$ cat src/rtl/dfa_flow_sched.sv
// Time-shares one DFA engine across NUM_FLOWS packet flows by saving and
// restoring each flow's engine state around every packet.
module dfa_flow_sched #(
  parameter int NUM_FLOWS = 16,
  parameter int FLOW_W    = 4,
  parameter int STATE_W   = 11
) (
  input  logic               clk,
  input  logic               rst_n,
  input  logic               pkt_vld,
  output logic               pkt_rdy,
  input  logic [7:0]         pkt_char,
  input  logic               pkt_sof,
  input  logic               pkt_eof,
  input  logic [FLOW_W-1:0]  pkt_flow,
  output logic [7:0]         eng_char,
  output logic               eng_char_vld,
  output logic [STATE_W-1:0] eng_state_in,
  output logic               eng_state_in_vld,
  input  logic [STATE_W-1:0] eng_state_out,
  input  logic               eng_accept,
  input  logic               flow_clr,
  input  logic [FLOW_W-1:0]  flow_clr_id,
  output logic               match_vld,
  output logic [FLOW_W-1:0]  match_flow,
  output logic [15:0]        match_ofs,
  output logic               drop_err
);

  typedef enum logic [1:0] {IDLE, LOAD, STREAM, SAVE} state_t;

  state_t              state, state_nxt;
  logic [STATE_W-1:0]  ctx_tbl [NUM_FLOWS];
  logic [FLOW_W-1:0]   flow;
  logic [15:0]         ofs;
  logic                first;
  logic                new_sof;

  // A sof seen after the first beat means the previous packet was truncated.
  assign new_sof = pkt_vld && pkt_sof && !first;

  always_ff @(posedge clk) begin
    if (!rst_n) state <= IDLE;
    else        state <= state_nxt;
  end

  always_comb begin
    state_nxt = state;
    case (state)
      IDLE:   if (pkt_vld && pkt_sof) state_nxt = LOAD;
      LOAD:   state_nxt = STREAM;
      STREAM: if (new_sof || (pkt_vld && pkt_eof)) state_nxt = SAVE;
      SAVE:   state_nxt = IDLE;
      default: state_nxt = IDLE;
    endcase
  end

  always_comb begin
    pkt_rdy          = 1'b0;
    eng_char_vld     = 1'b0;
    eng_state_in_vld = 1'b0;
    if (rst_n) begin
      case (state)
        IDLE:   pkt_rdy = !(pkt_vld && pkt_sof);
        LOAD:   eng_state_in_vld = 1'b1;
        STREAM: begin
          pkt_rdy      = !new_sof;
          eng_char_vld = pkt_vld && !new_sof;
        end
        default: ;
      endcase
    end
  end

  assign eng_char     = pkt_char;
  assign eng_state_in = ctx_tbl[flow];

  always_ff @(posedge clk) begin
    if (!rst_n) begin
      flow       <= '0;
      ofs        <= '0;
      first      <= 1'b0;
      match_vld  <= 1'b0;
      match_flow <= '0;
      match_ofs  <= '0;
      drop_err   <= 1'b0;
      for (int i = 0; i < NUM_FLOWS; i++) ctx_tbl[i] <= '0;
    end else begin
      drop_err  <= (state == IDLE) && pkt_vld && !pkt_sof;
      match_vld <= eng_char_vld && eng_accept;
      if (eng_char_vld && eng_accept) begin
        match_flow <= flow;
        match_ofs  <= ofs;
      end
      if (state == IDLE && pkt_vld && pkt_sof) flow <= pkt_flow;
      if (state == LOAD) begin
        ofs   <= '0;
        first <= 1'b1;
      end
      if (eng_char_vld) begin
        first <= 1'b0;
        if (ofs != 16'hFFFF) ofs <= ofs + 16'd1;
      end
      if (state == SAVE) ctx_tbl[flow] <= eng_state_out;
      // Written last so a clear beats a same-cycle save to the same flow.
      if (flow_clr) ctx_tbl[flow_clr_id] <= '0;
    end
  end

endmodule

$ cat config.mk
export PLATFORM = sky130hd
export DESIGN_NAME = dfa_flow_sched
export DESIGN_NICKNAME = d
export VERILOG_FILES = /design/src/rtl/dfa_flow_sched.sv
export SDC_FILE = /design/constraint.sdc
export NUM_CORES = 1
export LEC_CHECK = 0
export BUFFER_PORTS_ARGS = -buffer_cell sky130_fd_sc_hd__clkbuf_2
export CORE_ASPECT_RATIO = 1.1
export CORE_UTILIZATION = 50
export DETAILED_ROUTE_END_ITERATION = 10
export PLACE_DENSITY = 0.76
export RECOVER_POWER = 100
export SKIP_CTS_REPAIR_TIMING = 1
export SYNTH_ARGS = -nofsm -noshare
export SYNTH_HDL_FRONTEND = slang
export SYNTH_SLANG_ARGS = --single-unit
$ cat constraint.sdc
create_clock -name clk -period 1.8 [get_ports clk]
set_input_delay 0.36 -clock clk [delete_from_list [all_inputs] [get_ports clk]]
set_output_delay 0.36 -clock clk [all_outputs]
set_load 0.02 [all_outputs]
==> qor.txt <==
gr usage total -> 29.8%
Post-Syn Area -> 10,200 sq um
Final setup viols -> 86
Root Buffer -> clkbuf_16
post-DP HPWL -> 21,400 um
fin crit period -> 2.70 ns
#FFs+latches synth -> 225
worst skew pair latency -> 0.53 ns
Gate Count Post-Synth -> 1,198
total congestion overflow -> 0
ANT cells -> 0
Post-Route WL -> 33,000 um
post-route ant nets -> 0
clock sinks -> 225
register area -> 4510 sq um
post-DR vias/cell -> 6.32
Die Y-Extent -> 152 um
main area contributors after synthesis -> dfxtp_1 44%, nand3_1 9.6%, a21oi_1 8.9%, nand2_1 8.9%, mux4_1 7.4%
Setup Skew -> 0.0144 ns
Fmax -> 371 MHz
routed length per instance -> 21.5 um
area delta synth->final -> 19.2%
failing checks -> DRC, setup timing
vias after detailed routing -> 9,688
Sw Pwr -> 3.06 mW
Syn. warnings -> 0
Final WS setup -> -0.896 ns
leakage -> 4.41 nW
Seq pwr share -> 43.1%
combinational power share -> 13.1%
NumNets Final -> 1,305
# fillers -> 1,609
share of the synthesized area in the top cell type -> 43.9%
ys async rst share -> 0%
Worst Tran Pin Value -> 0.968 ns
Critical Path End Type -> output pin
Switching Fraction -> 25.5%
EDFF count, synth -> 0
clock network fraction of total power -> 43.8%
maximum buffer depth of the clock tree -> 3
Top FF cell, synth -> dfxtp_1
area of the multi-input gates -> 5260 sq um
Pre-antenna DRT Iters -> 11
status -> finished, violations left
clock slew seen by the registers of the worst setup and hold paths -> 0.07 ns
Syn Nets -> 1,238
RSZ-0062 raised after global routing -> true
CP Max Fanout -> 7
worst path required time -> 1.44 ns
Slew Viols, Final -> 0
Synth area leader -> dfxtp_1
crit path launch type -> flip-flop
most frequent cell after synthesis -> nand2_1
die area -> 21,100 sq um
Starting Density -> 51.4%
vias in the first global route -> 8,747
# IOs -> 78
crit path kind -> flip-flop to output pin
fin crit share -> 150%
VDD IR max -> 0.000569 V
DRT iter0 DRCs -> 1,378
first-pass GRT wire length -> 49,300 um
CP arrival -> 2.34 ns
total power draw -> 12.0 mW
P_int -> 8.95 mW
Hold Fails Final Rpt -> 0
PD cells -> 983 nW/um^2
max cap viols -> 0
antenna violations before repair -> 0
Hold WC Path Type -> input port to flip-flop
CTS tree -> yes
largest net degree at the start of global routing -> 93
Post-synth top cells -> 244 x nand2_1, 225 x dfxtp_1, 196 x nand3_1
fraction of layout cells with a size suffix above 1 -> 22.0%
Netlist cell types -> 51
final core occ -> 61.3%
input/output buffers -> 61
RD Place Congestion -> 0.987
drt drc -> 8
area of the core -> 19,900 sq um
worst rel slew slack -> 35.5%
cts bufs inserted -> 23
Seq/Total Area, Yosys -> 43.9%
die width -> 139 um
FP Rows -> 54
H-tree depth -> 1
Avg Synthesized Cell Area -> 8.56 sq um
==> layout by cell type, fill, tap and decap left out, types with 3 or more instances in the layout <==
| cell | instances |
|---|---|
| nand2_4 | 7 |
| o21ai_1 | 3 |
| clkbuf_2 | 28 |
| nor3_2 | 3 |
| mux4_2 | 46 |
| buf_2 | 9 |
| buf_6 | 12 |
| buf_4 | 83 |
| nand3_1 | 195 |
| mux4_1 | 9 |
| nand2_1 | 231 |
| clkbuf_1 | 25 |
| and3_1 | 3 |
| o21ai_0 | 30 |
| nand4_1 | 6 |
| bufinv_16 | 4 |
| buf_12 | 7 |
| ha_1 | 4 |
| clkbuf_8 | 6 |
| a31oi_1 | 3 |
| or3_4 | 3 |
| mux2i_1 | 5 |
| a21oi_1 | 173 |
| nor3_1 | 12 |
| a21oi_2 | 10 |
| nand2b_1 | 5 |
| nor2b_1 | 4 |
| dfxtp_1 | 221 |
| clkbuf_16 | 25 |
| clkinv_2 | 3 |
| nand2_2 | 7 |
| nor2_1 | 47 |
==> power groups by stage <==
stage / combinational [mW] / clock, mW / sequential, mW
6_report: 1.58 / 5.26 / 5.17
2_1_floorplan: 0.877 / 0 / 5.23
5_1_grt: 1.68 / 5.48 / 5.18
4_1_cts: 1.25 / 5.27 / 5.15
3_3_place_gp: 1.23 / 0 / 5.26
3_5_place_dp: 1.25 / 0 / 5.26
==> final cells by class <==
| cell class | count | share of cell area (%) |
|---|---|---|
| clock buffers | 31 | 5.45 |
| clock inverters | 11 | 1.37 |
| inverters | 7 | 0.287 |
| multi-input cells | 841 | 43.1 |
| flip-flops and latches | 225 | 37.0 |
| well taps | 252 | 2.58 |
| repair buffers | 167 | 10.3 |
==> kinds of logic (layout without fill, tap and decap cells) <==
| kind of cell | Yosys count | after routing | synth area share [%] |
|---|---|---|---|
| flip-flops | 225 | 225 | 43.9 |
| AND/OR/NAND/NOR | 537 | 537 | 23.4 |
| multiplexers | 60 | 60 | 13.6 |
| adder cells (fa/ha/maj) | 6 | 6 | 0.732 |
| buffers and inverters | 132 | 216 | 6.04 |
| AO/OA/AOI/OAI | 238 | 238 | 12.3 |
==> critical path, cell delays in order, from the launching register on <==
cell and delay, ns:
dfxtp_4 0.41, buf_4 0.18, mux4_2 0.52, mux4_2 0.52, clkbuf_2 0.18
==> state kept, by name, indices dropped and copies added (netlist names), named ones only <==
signal	count
first	1
ctx_tbl	176
flow	4
match_flow	4
drop_err	1
state	2
ofs	16
match_vld	1
match_ofs	16
==> routing by layer <==
layer,wire length [um],global-route usage [%],up-vias
met4,1880,14.7,0
met3,3620,6.82,138
met5,0,0,-
met1,12300,37.8,4562
met2,15200,48.2,654
li1,-,-,4334
==> worst paths after layout <==
kind | startpoint | end | slack (ns) | cells after the start
setup / recovery | flip-flop | eng_state_in[10] | -0.90 | 4
hold / removal | pkt_sof | drop_err | 0.13 | 3
setup reg to reg | state[0] | ctx_tbl[0][8] | -0.17 | 8
hold reg to reg | match_ofs[11] | match_ofs[11] | 0.46 | 2
==> per-stage QoR <==
stage | TNS (ns) | setup WS (ns) | hold WS (ns) | instance area [sq um] | std cells
final | -14.36 | -0.896 | 0.131 | 12200 | 1534
after global routing | -29.38 | -0.942 | 0.137 | 12200 | 1534
after CTS | -11.36 | -0.929 | 0.102 | 11800 | 1515
after detailed placement | -3.88 | -0.380 | 0.438 | 10900 | 1473
after global placement | -3.38 | -0.346 | 0.439 | 10900 | 1473
after floorplan | -1.97 | -0.183 | 0.436 | 10200 | 1198
No activity file was read; power rests on OpenSTA's default activity.
